### config.mk
export PLATFORM = sky130hd
export DESIGN_NAME = sram_access_arbiter_flat
export DESIGN_NICKNAME = d
export VERILOG_FILES = /design/src/rtl/sram_access_arbiter_pkg.sv /design/src/rtl/sram_access_arbiter_if.sv /design/src/rtl/sram_access_arbiter_rr_arb2.sv /design/src/rtl/sram_access_arbiter.sv /design/src/flat_wrapper.sv
export SDC_FILE = /design/constraint.sdc
export NUM_CORES = 1
export LEC_CHECK = 0
export ABC_CLOCK_PERIOD_IN_PS = 3200
export CORE_MARGIN = 4
export CORE_UTILIZATION = 40
export DETAILED_ROUTE_END_ITERATION = 12
export PLACE_DENSITY = 0.79
export SETUP_SLACK_MARGIN = 0.3
export SYNTH_ARGS = -nofsm -noshare
export SYNTH_HDL_FRONTEND = slang
export SYNTH_SLANG_ARGS = --single-unit
### constraint.sdc
create_clock -name Clk -period 3.2 [get_ports Clk]
set_input_delay 0.48 -clock Clk [delete_from_list [all_inputs] [get_ports Clk]]
set_output_delay 0.48 -clock Clk [all_outputs]
set_load 0.05 [all_outputs]
### src/rtl/sram_access_arbiter_pkg.sv
// ---------------------------------------------------------------------------
// sram_arb_pkg
//   Shared types for the SRAM access arbiter: access-sequencer state encoding,
//   requester identifiers and the default wait-state count.
// ---------------------------------------------------------------------------
package sram_arb_pkg;

    typedef enum logic [1:0] {
        IDLE,
        SETUP,
        STROBE,
        RELEASE
    } arb_state_t;

    typedef enum logic {
        REQ_CPU,
        REQ_DBG
    } req_id_t;

    localparam int DEFAULT_WAIT = 2;

endpackage

### src/rtl/sram_access_arbiter_if.sv
// ---------------------------------------------------------------------------
// sram_access_arbiter_if
//   Requester-side handshake bundle for one SRAM client.
//   req   : access request, held until ack
//   we    : 1 = write, 0 = read
//   addr  : word address
//   wdata : write data
//   rdata : read data, valid in the ack cycle and held afterwards
//   ack   : one-cycle completion pulse
//   master modport = requester, slave modport = arbiter.
// ---------------------------------------------------------------------------
interface sram_access_arbiter_if #(
    parameter int ADDR_W = 20,
    parameter int DATA_W = 16
);
    logic              req;
    logic              we;
    logic [ADDR_W-1:0] addr;
    logic [DATA_W-1:0] wdata;
    logic [DATA_W-1:0] rdata;
    logic              ack;

    modport master (output req, we, addr, wdata, input rdata, ack);
    modport slave  (input req, we, addr, wdata, output rdata, ack);
endinterface

### src/rtl/sram_access_arbiter_rr_arb2.sv
// ---------------------------------------------------------------------------
// rr_arb2
//   Combinational 2-way round-robin pick.
//   i_req[0]     : requester REQ_CPU
//   i_req[1]     : requester REQ_DBG
//   i_last_grant : requester served most recently
//   o_gnt_valid  : at least one request present
//   o_gnt_id     : chosen requester (lone requester wins; on a tie the one
//                  not served last wins)
// ---------------------------------------------------------------------------
module rr_arb2
    import sram_arb_pkg::*;
(
    input  logic [1:0] i_req,
    input  req_id_t    i_last_grant,
    output logic       o_gnt_valid,
    output req_id_t    o_gnt_id
);

    always_comb begin
        o_gnt_valid = |i_req;
        o_gnt_id    = REQ_CPU;
        case (i_req)
            2'b01:   o_gnt_id = REQ_CPU;
            2'b10:   o_gnt_id = REQ_DBG;
            2'b11:   o_gnt_id = (i_last_grant == REQ_CPU) ? REQ_DBG : REQ_CPU;
            default: o_gnt_id = REQ_CPU;
        endcase
    end

endmodule

### src/rtl/sram_access_arbiter.sv
// ---------------------------------------------------------------------------
// sram_access_arbiter
//   Shares one asynchronous SRAM between the CPU memory path and the debug /
//   program-loader port. Each access runs SETUP -> STROBE (WAIT_STATES
//   cycles) -> RELEASE, and the granted requester gets a one-cycle ack in
//   RELEASE. All outputs are registered.
//
//   Clk, Reset   : clock, synchronous active-high reset
//   cpu          : requester 0 handshake (slave side)
//   dbg          : requester 1 handshake (slave side)
//   sram_addr    : SRAM word address
//   sram_dq_out  : write data toward the pad driver
//   sram_dq_oe   : 1 = pads driven with sram_dq_out
//   sram_dq_in   : data sampled from the pads
//   Mem_CE/UB/LB : chip / byte enables, active-low
//   Mem_OE/WE    : output / write enable, active-low
// ---------------------------------------------------------------------------
module sram_access_arbiter
    import sram_arb_pkg::*;
#(
    parameter int ADDR_W      = 20,
    parameter int DATA_W      = 16,
    parameter int WAIT_STATES = DEFAULT_WAIT
) (
    input  logic              Clk,
    input  logic              Reset,
    sram_access_arbiter_if.slave cpu,
    sram_access_arbiter_if.slave dbg,
    output logic [ADDR_W-1:0] sram_addr,
    output logic [DATA_W-1:0] sram_dq_out,
    output logic              sram_dq_oe,
    input  logic [DATA_W-1:0] sram_dq_in,
    output logic              Mem_CE,
    output logic              Mem_UB,
    output logic              Mem_LB,
    output logic              Mem_OE,
    output logic              Mem_WE
);

    arb_state_t        r_state;
    arb_state_t        w_state_next;
    req_id_t           r_grant;
    req_id_t           r_last_grant;
    logic              r_we;
    logic [ADDR_W-1:0] r_addr;
    logic [DATA_W-1:0] r_wdata;
    logic [3:0]        r_wait;
    logic [DATA_W-1:0] r_cpu_rdata;
    logic [DATA_W-1:0] r_dbg_rdata;
    logic              r_cpu_ack;
    logic              r_dbg_ack;
    logic              r_ce_n;
    logic              r_oe_n;
    logic              r_we_n;
    logic              r_dq_oe;

    logic              w_gnt_valid;
    req_id_t           w_gnt_id;
    req_id_t           w_grant_sel;
    logic              w_we_sel;
    logic              w_ce_n_next;
    logic              w_oe_n_next;
    logic              w_we_n_next;
    logic              w_dq_oe_next;
    logic              w_cpu_ack_next;
    logic              w_dbg_ack_next;

    rr_arb2 u_rr_arb2 (
        .i_req        ({dbg.req, cpu.req}),
        .i_last_grant (r_last_grant),
        .o_gnt_valid  (w_gnt_valid),
        .o_gnt_id     (w_gnt_id)
    );

    // Next-state logic
    always_comb begin
        w_state_next = r_state;
        case (r_state)
            IDLE:    if (w_gnt_valid) w_state_next = SETUP;
            SETUP:   w_state_next = STROBE;
            STROBE:  if (r_wait == 4'd0) w_state_next = RELEASE;
            RELEASE: w_state_next = IDLE;
            default: w_state_next = IDLE;
        endcase
    end

    // Outputs are registered, so they are decoded from the state being
    // entered. On the IDLE->SETUP edge the latched grant/we are not yet
    // valid, so the live arbiter pick is used instead.
    always_comb begin
        w_grant_sel = r_grant;
        w_we_sel    = r_we;
        if (r_state == IDLE) begin
            w_grant_sel = w_gnt_id;
            w_we_sel    = (w_gnt_id == REQ_DBG) ? dbg.we : cpu.we;
        end
        w_ce_n_next    = (w_state_next == IDLE);
        w_oe_n_next    = !((w_state_next == STROBE) && !w_we_sel);
        w_we_n_next    = !((w_state_next == STROBE) && w_we_sel);
        w_dq_oe_next   = (w_state_next != IDLE) && w_we_sel;
        w_cpu_ack_next = (w_state_next == RELEASE) && (w_grant_sel == REQ_CPU);
        w_dbg_ack_next = (w_state_next == RELEASE) && (w_grant_sel == REQ_DBG);
    end

    // State, datapath and output registers
    always_ff @(posedge Clk) begin
        if (Reset) begin
            r_state      <= IDLE;
            r_grant      <= REQ_CPU;
            r_last_grant <= REQ_DBG;
            r_we         <= 1'b0;
            r_addr       <= '0;
            r_wdata      <= '0;
            r_wait       <= '0;
            r_cpu_rdata  <= '0;
            r_dbg_rdata  <= '0;
            r_cpu_ack    <= 1'b0;
            r_dbg_ack    <= 1'b0;
            r_ce_n       <= 1'b1;
            r_oe_n       <= 1'b1;
            r_we_n       <= 1'b1;
            r_dq_oe      <= 1'b0;
        end else begin
            r_state   <= w_state_next;
            r_cpu_ack <= w_cpu_ack_next;
            r_dbg_ack <= w_dbg_ack_next;
            r_ce_n    <= w_ce_n_next;
            r_oe_n    <= w_oe_n_next;
            r_we_n    <= w_we_n_next;
            r_dq_oe   <= w_dq_oe_next;
            case (r_state)
                IDLE: begin
                    if (w_gnt_valid) begin
                        r_grant <= w_gnt_id;
                        if (w_gnt_id == REQ_DBG) begin
                            r_we    <= dbg.we;
                            r_addr  <= dbg.addr;
                            r_wdata <= dbg.wdata;
                        end else begin
                            r_we    <= cpu.we;
                            r_addr  <= cpu.addr;
                            r_wdata <= cpu.wdata;
                        end
                    end
                end
                SETUP: r_wait <= 4'(WAIT_STATES - 1);
                STROBE: begin
                    if (r_wait == 4'd0) begin
                        if (!r_we) begin
                            if (r_grant == REQ_DBG) r_dbg_rdata <= sram_dq_in;
                            else                    r_cpu_rdata <= sram_dq_in;
                        end
                    end else begin
                        r_wait <= r_wait - 4'd1;
                    end
                end
                RELEASE: r_last_grant <= r_grant;
                default: ;
            endcase
        end
    end

    assign sram_addr   = r_addr;
    assign sram_dq_out = r_wdata;
    assign sram_dq_oe  = r_dq_oe;
    assign Mem_CE      = r_ce_n;
    assign Mem_UB      = r_ce_n;
    assign Mem_LB      = r_ce_n;
    assign Mem_OE      = r_oe_n;
    assign Mem_WE      = r_we_n;
    assign cpu.rdata   = r_cpu_rdata;
    assign cpu.ack     = r_cpu_ack;
    assign dbg.rdata   = r_dbg_rdata;
    assign dbg.ack     = r_dbg_ack;

endmodule
### src/flat_wrapper.sv
// flat-port wrapper written by rule: the top's interface ports become plain ports
module sram_access_arbiter_flat import sram_arb_pkg::*;
#(
    parameter int ADDR_W      = 20,
    parameter int DATA_W      = 16,
    parameter int WAIT_STATES = DEFAULT_WAIT
)
  (Clk, Reset, sram_addr, sram_dq_out, sram_dq_oe, sram_dq_in, Mem_CE, Mem_UB, Mem_LB, Mem_OE, Mem_WE, cpu_req, cpu_we, cpu_addr, cpu_wdata, cpu_rdata, cpu_ack, dbg_req, dbg_we, dbg_addr, dbg_wdata, dbg_rdata, dbg_ack);
  sram_access_arbiter_if #(.ADDR_W(ADDR_W), .DATA_W(DATA_W)) cpu_i ();
  sram_access_arbiter_if #(.ADDR_W(ADDR_W), .DATA_W(DATA_W)) dbg_i ();
  input  logic Clk;
  input  logic Reset;
  output logic [ADDR_W-1:0] sram_addr;
  output logic [DATA_W-1:0] sram_dq_out;
  output logic sram_dq_oe;
  input  logic [DATA_W-1:0] sram_dq_in;
  output logic Mem_CE;
  output logic Mem_UB;
  output logic Mem_LB;
  output logic Mem_OE;
  output logic Mem_WE;
  input wire logic [$bits(cpu_i.req)-1:0] cpu_req;
  input wire logic [$bits(cpu_i.we)-1:0] cpu_we;
  input wire logic [$bits(cpu_i.addr)-1:0] cpu_addr;
  input wire logic [$bits(cpu_i.wdata)-1:0] cpu_wdata;
  output wire logic [$bits(cpu_i.rdata)-1:0] cpu_rdata;
  output wire logic [$bits(cpu_i.ack)-1:0] cpu_ack;
  input wire logic [$bits(dbg_i.req)-1:0] dbg_req;
  input wire logic [$bits(dbg_i.we)-1:0] dbg_we;
  input wire logic [$bits(dbg_i.addr)-1:0] dbg_addr;
  input wire logic [$bits(dbg_i.wdata)-1:0] dbg_wdata;
  output wire logic [$bits(dbg_i.rdata)-1:0] dbg_rdata;
  output wire logic [$bits(dbg_i.ack)-1:0] dbg_ack;
  assign cpu_i.req = cpu_req;
  assign cpu_i.we = cpu_we;
  assign cpu_i.addr = cpu_addr;
  assign cpu_i.wdata = cpu_wdata;
  assign cpu_rdata = cpu_i.rdata;
  assign cpu_ack = cpu_i.ack;
  assign dbg_i.req = dbg_req;
  assign dbg_i.we = dbg_we;
  assign dbg_i.addr = dbg_addr;
  assign dbg_i.wdata = dbg_wdata;
  assign dbg_rdata = dbg_i.rdata;
  assign dbg_ack = dbg_i.ack;
  sram_access_arbiter #(.ADDR_W(ADDR_W), .DATA_W(DATA_W), .WAIT_STATES(WAIT_STATES)) u_core (.Clk(Clk), .Reset(Reset), .cpu(cpu_i), .dbg(dbg_i), .sram_addr(sram_addr), .sram_dq_out(sram_dq_out), .sram_dq_oe(sram_dq_oe), .sram_dq_in(sram_dq_in), .Mem_CE(Mem_CE), .Mem_UB(Mem_UB), .Mem_LB(Mem_LB), .Mem_OE(Mem_OE), .Mem_WE(Mem_WE));
endmodule
==> results of run 1 <==
sequential cells by signal (all words and copies together) (netlist names), 2 cells and up:
name,cells
u_core.cpu.rdata,16
u_core.sram_addr,20
u_core.sram_dq_out,16
u_core.r_wait,4
u_core.r_state,2
u_core.dbg.rdata,16
layout make-up:
type                    count  area share [%]
multi-input cells         288           32.82
repair buffers            174           31.05
flip-flops and latches     83           29.71
well taps                 108           2.416
clock buffers               9           2.215
clock inverters             7           1.454
inverters                   5          0.3356
placed cells by master, fill, tap and decap left out, drive strengths merged, types with 7 or more instances in the layout:
cell / netlist / final
clkdlybuf4s50: 0 / 168
dfxtp: 83 / 83
nand2: 76 / 76
nand2b: 50 / 50
nor2: 41 / 41
a311oi: 37 / 37
mux2i: 33 / 33
clkbuf: 18 / 9
inv: 5 / 9
ha: 7 / 7
power breakdown:
part	switching (mW)	internal [mW]
combinational	1.42	0.818
sequential	0.145	1.27
clock	0.406	0.373
metal layers:
| layer | routed length (um) | global-route usage [%] | part of all wire, % |
|---|---|---|---|
| met4 | 202 | 7.407 | 2.0 |
| met2 | 4511 | 29.81 | 44 |
| met5 | 0 | 0 | 0 |
| met1 | 4296 | 20.86 | 42 |
| met3 | 1142 | 7.883 | 11 |
through the flow:
step,instances,hold slack [ns],worst slack [ns],util [%]
3_3_place_gp,658,0.4584,1.000,60.89
3_5_place_dp,658,0.4653,0.8946,60.89
6_report,674,0.4813,1.169,63.21
2_1_floorplan,409,0.4797,1.583,-
5_1_grt,674,0.5025,0.9683,63.21
4_1_cts,674,0.4809,1.142,63.21
worst paths after layout:
| path | startpoint | endpoint | slack, ns | cells after the start |
|---|---|---|---|---|
| max reg2reg | u_core.r_state[0]$_SDFF_PP0_ | u_core.sram_addr[7]$_SDFFE_PP0P_ | 1.18 | 6 |
| min reg2reg | u_core.dbg.rdata[10]$_SDFFE_PP0P_ | u_core.dbg.rdata[10]$_SDFFE_PP0P_ | 0.48 | 2 |
| min | u_core.dbg.rdata[10]$_SDFFE_PP0P_ | u_core.dbg.rdata[10]$_SDFFE_PP0P_ | 0.48 | 2 |
| max | u_core.Mem_CE$_SDFF_PP1_ | Mem_LB | 1.17 | 1 |
tightest hold or removal path, stage by stage, from the launching register on:
cell and delay [ns]:
dfxtp_1 0.32, nand2b_1 0.07, mux2i_1 0.06
logic make-up (layout without fill, tap and decap cells):
| group | Yosys count | in the layout | share of synthesized area (%) |
|---|---|---|---|
| AO/OA/AOI/OAI | 59 | 59 | 13.13 |
| adder cells (fa/ha/maj) | 7 | 7 | 2.382 |
| flip-flops | 83 | 83 | 45.19 |
| buffers and inverters | 38 | 195 | 5.138 |
| AND/OR/NAND/NOR | 189 | 189 | 25.18 |
| multiplexers | 33 | 33 | 8.983 |
==> flow_summary.toml, run 1 <==
[detailed_routing]
drt_first_iter_violations = 95
vias_per_cell = 5.050
drt_first_pass_iters = 4
detailroute.via_count = 3404
wl_mm = 10.15
drt.antenna.violating_nets = 0
wl_per_cell_um = 15.06
drcViolationCount = 0

[logic_synthesis]
yosysTopAreaCell = "dfxtp_1"
synth_cells = 409
ys_top_cells_by_count = "dfxtp_1 (83), nand2_1 (75), nand2b_1 (50), nor2_1 (41), a311oi_1 (37)"
ys_types = 41
synth_area_sq_um = 3677
yosys.cell_count.top_type = "dfxtp_1"
synth_seq_cells = 83
avgSynthCellArea_sq_um = 8.991
synthFlopType = "dfxtp_1"
synth_top_area_share_pct = 45.19
ys.warnings.count = 0
synth_edf_count = 0
netlist_top_cells_area = "dfxtp_1 (45%), mux2i_1 (9.0%), a311oi_1 (8.8%)"
syn-num-nets = 510
async_flop_share_pct = 0
synth_seq_area_share_pct = 45.19

[power_and_ir_drop]
p_total_mw = 4.433
peakVddDrop_uv = 437.9
power_leakage_nw = 2.186
power_density_nw_per_um2 = 792.6

[timing]
finalHoldViolCount = 0
fin_worst_skew_ns = 0.01276
finalSetupTns_ns = 0
rsz0062_at_grt = "false"
fin_crit_sh_pct = 63.48
max_clock_freq_ghz = 0.4922
period_minus_slack_ns = 2.032
setup_violations = 0
worst_pin_slew_ns = 1.027
slew_viol_final = 0
maxSlewHeadroom_pct = 31.54

[clocking]
root_buffer = "clkbuf_8"
cts_tree = "yes"
numClockSinks = 83
cts_made_buffers = 9
postCtsSetupRepairBufs = 0
h-tree-depth = 3
cts_hold_buffers = 0
clk_latency_ns = 0.34
cts-resized-gates = 0
cts_buffer_depth = 2
clk_pin_slew_ns = 0.09

[layout]
fin_nets = 662
diodes = 0
synthToLayoutAreaGrowth_pct = 52.09
final_cell_area_sq_um = 5593
drive_above_1_share_pct = 5.654
multi_input_comb_area_sq_um = 1836
fillers = 772
ff_latch_area_sq_um = 1662

[die]
coreArea_sq_um = 8848
ios = 170
rows = 34
die_w_um = 103.9
die_h_um = 103.9
start_util_pct = 41.56
dieArea_sq_um = 10790

[setup_path]
crit_fanout = 3
critPathTopFamily = "buffers and inverters"
critical_path_class = "reg2out"
cp_slowest_cell = "clkdlybuf4s50_1"
crit_path_end_kind = "primary output"
required_ns = 2.72
start_kind = "register"
cp.arrival_ns = 1.55
crit_path_max_incr_delay_ns = 0.83
cp_num_buf_inv = 1
cp_cell_sequence = "clkdlybuf4s50_1"

[place]
gp_congestion = 0.7766
dpl.hpwl_mm = 7.726
portBuffers = 169
place_area_sq_um = 5388

[grt]
grt_max_degree = 72
grt_pass1_vias = 3440
grt_pass1_wl_mm = 16.22
globalRouteOverflowTotal = 0
grt_usage_pct = 18.21
antenna_found_initial = 0

[run]
max_cap_viol_count = 0

[hold_path]
holdCritPathClass = "reg2reg"

[outcome]
status = "complete, no violations"
Power figures use the tool's default switching activity.
==> run 2, diff against run 1 <==
--- a/config.mk
+++ b/config.mk
@@ -5,7 +5,7 @@
 export SDC_FILE = /design/constraint.sdc
 export NUM_CORES = 1
 export LEC_CHECK = 0
-export ABC_CLOCK_PERIOD_IN_PS = 3200
+export ABC_CLOCK_PERIOD_IN_PS = 1900
 export CORE_MARGIN = 4
 export CORE_UTILIZATION = 40
 export DETAILED_ROUTE_END_ITERATION = 12
==> constraint.sdc (replaced) <==
create_clock -name Clk -period 1.9 [get_ports Clk]
set_input_delay 0.285 -clock Clk [delete_from_list [all_inputs] [get_ports Clk]]
set_output_delay 0.285 -clock Clk [all_outputs]
set_load 0.05 [all_outputs]
==> run 2 against run 1 <==
Effect of this change:
- combinational power grew 75%
- clock skew shrank 0.0011 ns
- flip-flop and latch count is the same
- global-route usage grew 1.1 points
- routed wire length grew 4.1%
- setup slack lost 0.83 ns
- non-clock buffer count grew 12
- sequential power grew 69%
- clock-buffer cell count is the same
- design area grew 3.4%
- critical path type unchanged
- largest cell class unchanged
==> flow_summary.toml, run 2 (synthesis gave the netlist of run 1 again) <==
[outcome]
status = "complete, no violations"

[clocking]
h-tree-depth = 3
root_buffer = "clkbuf_8"
clk_latency_ns = 0.34
clk_pin_slew_ns = 0.09
cts_hold_buffers = 0
numClockSinks = 83
cts_buffer_depth = 2
cts_tree = "yes"
cts_made_buffers = 9

[layout]
fin_nets = 674
drive_above_1_share_pct = 10.21
diodes = 0
largest_reg_flops = 20
synthToLayoutAreaGrowth_pct = 57.20
final_cell_mix = "clkdlybuf4s50_1 (92), dfxtp_1 (79), nand2_1 (75)"
utilization_pct = 65.33
final_common_cell = "clkdlybuf4s50_1"

[detailed_routing]
vias_per_cell = 5.058
drt_first_pass_iters = 4
drt_first_iter_violations = 119
wl_mm = 10.57
detailroute.via_count = 3470
drcViolationCount = 0
wl_per_cell_um = 15.41
drt.antenna.violating_nets = 0

[power_and_ir_drop]
power_leakage_nw = 2.594
swShare_pct = 43.21
peakVddDrop_uv = 708.8
switchingPower_mw = 3.392
power.clock.fraction_pct = 19.6
p_comb_share_pct = 49.8
seq_power_share_pct = 30.6
power_density_nw_per_um2 = 1358
p_int_mw = 4.457

[timing]
rsz0062_at_grt = "true"
finalHoldViolCount = 0
slew_viol_final = 0
holdWs_ns = 0.4767
period_minus_slack_ns = 1.564
maxSlewHeadroom_pct = 57.75
worst_pin_slew_ns = 0.6337
fin_crit_sh_pct = 82.34
fin_ws_ns = 0.3356
setup_violations = 0
finalSetupTns_ns = 0
max_clock_freq_ghz = 0.6392
fin_worst_skew_ns = 0.01169

[grt]
grt_pass1_vias = 3556
grt_max_degree = 48
grt_usage_pct = 19.28
antenna_found_initial = 0
globalRouteOverflowTotal = 0
grt_pass1_wl_mm = 17.28

[setup_path]
rr_worst_depth = 5
crit_path_max_incr_delay_ns = 0.55
cp.arrival_ns = 1.28
cp_cell_sequence = "dlygate4sd2_1"
critical_path_class = "reg2out"
crit_fanout = 3
start_kind = "register"
reg2reg_from = "u_core.r_wait[0]$_SDFFE_PP0P_"
critPathTopFamily = "buffers and inverters"
crit_path_end_kind = "primary output"
reg2reg_to = "u_core.Mem_CE$_SDFF_PP1_"
cp_num_buf_inv = 1
r2r_setup_slack_ns = 0.36
required_ns = 1.62
cp_slowest_cell = "dlygate4sd2_1"

[run]
max_cap_viol_count = 0

[die]
coreArea_sq_um = 8848
die_w_um = 103.9
die_h_um = 103.9
ios = 170
dieArea_sq_um = 10790
rows = 34
start_util_pct = 41.56

[hold_path]
holdCritPathClass = "reg2reg"
hold_end = "u_core.dbg.rdata[11]$_SDFFE_PP0P_"
min_from = "u_core.dbg.rdata[11]$_SDFFE_PP0P_"
hold_depth = 2

[place]
place_ws_ns = 0.06314
portBuffers = 169
dpl.hpwl_mm = 7.903
gp_congestion = 0.7886
-- run 2: cell types whose count changed in the layout (fill, tap and decap cells not counted), moves of 4 or more --
cell	previous run	this run
buf_12	1	5
buf_4	4	13
clkdlybuf4s50_1	168	92
dfxtp_1	83	79
dlygate4sd2_1	0	72
-- run 2: timing repair --
action | 4_1_cts | 5_1_grt
gates cloned | 1 | 0
resized for setup | 87 | 11
setup buffers | 1 | 4
hold endpoints to repair | 0 | 0
setup endpoints to repair | 135 | 50
pin swaps | 1 | 5
-- run 2: power by group through the flow --
stage / Sequential [mW] / Clock (mW) / Combinational [mW]
floorplan: 3.62 / 0 / 1.40
global placement: 2.41 / 0 / 3.82
detailed placement: 2.43 / 0 / 3.89
CTS: 2.39 / 1.59 / 3.83
global route: 2.46 / 1.66 / 4.16
finish: 2.40 / 1.54 / 3.91
-- run 2: how the worst max path moves through the flow --
stage                                        from                             endpoint  depth (start not counted)
floorplan           u_core.r_wait[0]$_SDFFE_PP0P_             u_core.Mem_CE$_SDFF_PP1_                          5
global placement                          cpu_req   u_core.sram_dq_out[4]$_SDFFE_PP0P_                          5
detailed placement                        cpu_req  u_core.sram_dq_out[13]$_SDFFE_PP0P_                          5
CTS                 u_core.r_wait[1]$_SDFFE_PP0P_             u_core.Mem_CE$_SDFF_PP1_                          5
global route             u_core.Mem_CE$_SDFF_PP1_                               Mem_UB                          1
finish                   u_core.Mem_CE$_SDFF_PP1_                               Mem_UB                          1
-- run 2: cell type report --
| cell class | instances | area [sq um] |
|---|---|---|
| Sequential cell | 83 | 1672 |
| Clock inverter | 7 | 123.9 |
| Clock buffer | 9 | 123.9 |
| Multi-Input combinational cell | 288 | 1901 |
| Timing Repair Buffer | 186 | 1807 |
| Inverter | 5 | 18.77 |
| Fill cell | 774 | 3068 |
| Tap cell | 108 | 135.1 |
-- run 2: worst register-to-register path, stage by stage, from the launching register on --
cell     delay, ns
dfxtp_4       0.36
inv_2         0.07
ha_4          0.14
or3b_4        0.39
o211a_1       0.25
or2_1         0.23
-- run 2: through the flow --
| stage | cell area, sq um | cells | total power [mW] |
|---|---|---|---|
| global placement | 5480 | 664 | 6.233 |
| CTS | 5720 | 682 | 7.805 |
| detailed placement | 5480 | 664 | 6.315 |
| global route | 5781 | 686 | 8.285 |
| finish | 5781 | 686 | 7.849 |
| floorplan | 3680 | 409 | 5.013 |
-- run 2: metal layers --
layer | vias up | wire length, um | track usage, %
li1 | 1736 | - | -
met5 | - | 0 | 0
met4 | 0 | 77 | 5.413
met1 | 1582 | 4322 | 22.00
met3 | 7 | 1127 | 8.194
met2 | 145 | 5041 | 32.96
==> run 3, diff against run 2 <==
--- a/config.mk
+++ b/config.mk
@@ -5,11 +5,11 @@
 export SDC_FILE = /design/constraint.sdc
 export NUM_CORES = 1
 export LEC_CHECK = 0
-export ABC_CLOCK_PERIOD_IN_PS = 1900
+export ABC_CLOCK_PERIOD_IN_PS = 1400
 export CORE_MARGIN = 4
-export CORE_UTILIZATION = 40
+export CORE_UTILIZATION = 37
 export DETAILED_ROUTE_END_ITERATION = 12
-export PLACE_DENSITY = 0.79
+export PLACE_DENSITY = 0.77
 export SETUP_SLACK_MARGIN = 0.3
 export SYNTH_ARGS = -nofsm -noshare
 export SYNTH_HDL_FRONTEND = slang
==> constraint.sdc (replaced) <==
create_clock -name Clk -period 1.4 [get_ports Clk]
set_input_delay 0.21 -clock Clk [delete_from_list [all_inputs] [get_ports Clk]]
set_output_delay 0.21 -clock Clk [all_outputs]
set_load 0.05 [all_outputs]
==> run 3 against run 2 <==
Effect of this change:
- the run now ends with negative setup slack left
- core utilization increased by 7.5 points
- worst hold slack worse by 0.14 ns
- highest routed layer unchanged
- critical endpoint is now u_core.Mem_CE$_SDFF_PP1_
- global-route usage is 0.38 points higher
- sequential share of layout area down 4.0 points
- final cell count up 6.4%
- first-iteration DRC count is 3.4% higher
- sequential power up 53%
==> flow_summary.toml, run 3 (synthesis gave the netlist of run 1 again) <==
[power_and_ir_drop]
power.clock.fraction_pct = 13.6
seq_power_share_pct = 28.4
swShare_pct = 40.68
p_comb_share_pct = 58.1
peakVddDrop_uv = 1202
power_leakage_nw = 2.850
p_int_mw = 7.673
p_total_mw = 12.94
power_density_nw_per_um2 = 1825
switchingPower_mw = 5.263

[run]
max_cap_viol_count = 0

[grt]
globalRouteOverflowTotal = 0
antenna_found_initial = 0
grt_max_degree = 43
grt_pass1_wl_mm = 17.99
grt_usage_pct = 19.66
grt_pass1_vias = 3710

[detailed_routing]
vias_per_cell = 5.055
drt.antenna.violating_nets = 0
wl_per_cell_um = 16.46
wl_mm = 12.02
detailroute.via_count = 3690
drt_first_iter_violations = 123
drcViolationCount = 0
drt_first_pass_iters = 5

[die]
ios = 170
die_w_um = 107.7
die_h_um = 107.7
start_util_pct = 37.80
dieArea_sq_um = 11600
rows = 36
coreArea_sq_um = 9729

[setup_path]
start_kind = "register"
reg2reg_to = "u_core.Mem_CE$_SDFF_PP1_"
cp.arrival_ns = 1.74
cp_num_buf_inv = 1
r2r_setup_slack_ns = -0.10
reg2reg_from = "u_core.r_wait[1]$_SDFFE_PP0P_"
cp_slowest_cell = "or3b_4"
rr_worst_depth = 5
cp_cell_sequence = "inv_2, ha_4, or3b_4, o211a_1, or2_1"
critPathTopFamily = "simple AND/OR/NAND/NOR gates"
required_ns = 1.63
crit_path_end_kind = "register"
crit_fanout = 4
crit_path_max_incr_delay_ns = 0.38
critical_path_class = "reg2reg"

[timing]
fin_crit_sh_pct = 107.4
maxSlewHeadroom_pct = 79.48
period_minus_slack_ns = 1.504
max_clock_freq_ghz = 0.6648
slew_viol_final = 0
setup_violations = 37
finalHoldViolCount = 0
rsz0062_at_grt = "true"
fin_ws_ns = -0.1041
worst_pin_slew_ns = 0.3074
fin_worst_skew_ns = 0.01854

[hold_path]
hold_depth = 3
min_from = "Reset"
holdCritPathClass = "in2reg"
hold_end = "u_core.dbg.rdata[12]$_SDFFE_PP0P_"

[clocking]
h-tree-depth = 3
root_buffer = "clkbuf_8"
clk_latency_ns = 0.35
cts_tree = "yes"
cts_made_buffers = 9
cts_buffer_depth = 2
clk_pin_slew_ns = 0.08
numClockSinks = 83

[place]
place_ws_ns = -0.4047
dpl.hpwl_mm = 8.660
gp_congestion = 0.7555
portBuffers = 169

[layout]
synthToLayoutAreaGrowth_pct = 92.75
final_common_cell = "clkdlybuf4s50_1"
diodes = 0
fin_nets = 693
drive_above_1_share_pct = 39.87
fillers = 670
multi_input_comb_area_sq_um = 1983
largest_reg_flops = 20
final_cell_mix = "clkdlybuf4s50_1 (91), buf_12 (85), nand2_1 (75)"
ff_latch_area_sq_um = 1768

[outcome]
status = "finished, violations left"
violations = "negative setup slack"
[run 3: changes by cell type in the layout (fill, tap and decap cells not counted), moves of 3 or more]
cell | previous run | this run
dlygate4sd2_1 | 72 | 0
buf_4 | 13 | 19
a311oi_2 | 0 | 8
dfxtp_4 | 2 | 5
dfxtp_1 | 79 | 8
dfxtp_2 | 2 | 70
a311oi_1 | 37 | 29
buf_12 | 5 | 85
clkbuf_16 | 0 | 4
[run 3: how the worst max path moves through the flow]
stage,end,slack (ns),start,depth (start not counted)
after floorplan,u_core.Mem_CE$_SDFF_PP1_,-0.07,u_core.r_wait[0]$_SDFFE_PP0P_,5
after global placement,u_core.sram_addr[4]$_SDFFE_PP0P_,-0.22,cpu_req,5
after detailed placement,u_core.sram_dq_out[11]$_SDFFE_PP0P_,-0.40,dbg_req,6
after CTS,u_core.Mem_CE$_SDFF_PP1_,-0.11,u_core.r_wait[1]$_SDFFE_PP0P_,5
after global routing,u_core.Mem_CE$_SDFF_PP1_,-0.16,u_core.r_wait[1]$_SDFFE_PP0P_,5
final,u_core.Mem_CE$_SDFF_PP1_,-0.10,u_core.r_wait[1]$_SDFFE_PP0P_,5
[run 3: per-layer routing]
metal  global-route usage [%]  up-vias  part of all wire [%]  wire, um
met3                    6.899       22                   9.7      1167
met1                    21.69     1717                    38      4564
met4                    8.025        0                   2.0       241
met5                        0        -                     0         0
met2                    34.24      177                    50      6043
li1                         -     1774                     -         -
[run 3: area by class of cell]
cell class / instances / share of cell area, %
Timing Repair Buffer: 205 / 41.62
Sequential cell: 83 / 24.94
Multi-Input combinational cell: 288 / 27.98
Tap cell: 133 / 2.348
Inverter: 5 / 0.3001
Clock inverter: 7 / 1.059
Clock buffer: 9 / 1.748
[run 3: worst min-delay path, cell delays in order]
cell,delay (ns)
buf_2,0.22
nand2b_1,0.14
mux2i_1,0.06
[run 3: repair_timing]
action                                 CTS  global route
hold buffers                             0             0
gates cloned                             2             4
endpoints found under the hold margin    0             0
buffers inserted                         1             3
pin swaps                                3             8
setup endpoints to repair              153            98
gates resized for setup                 85            16
[run 3: per-stage QoR]
stage	instances	util (%)	TNS, ns	hold WS (ns)	area (sq um)
after floorplan	409	-	-0.4104	0.3679	3802
after global routing	730	72.85	-4.880	0.3281	7088
after global placement	704	66.68	-7.829	0.4972	6487
final	730	72.85	-1.135	0.3317	7088
after CTS	723	71.03	-1.851	0.3119	6910
after detailed placement	704	66.68	-10.38	0.5017	6487
[run 3: power by group through the flow]
stage          Clock, mW  Combinational (mW)  Sequential [mW]
2_1_floorplan          0                2.15             4.95
3_3_place_gp           0                6.47             3.58
3_5_place_dp           0                6.61             3.60
4_1_cts             1.78                7.09             3.65
5_1_grt             1.89                7.86             3.73
6_report            1.76                7.51             3.67
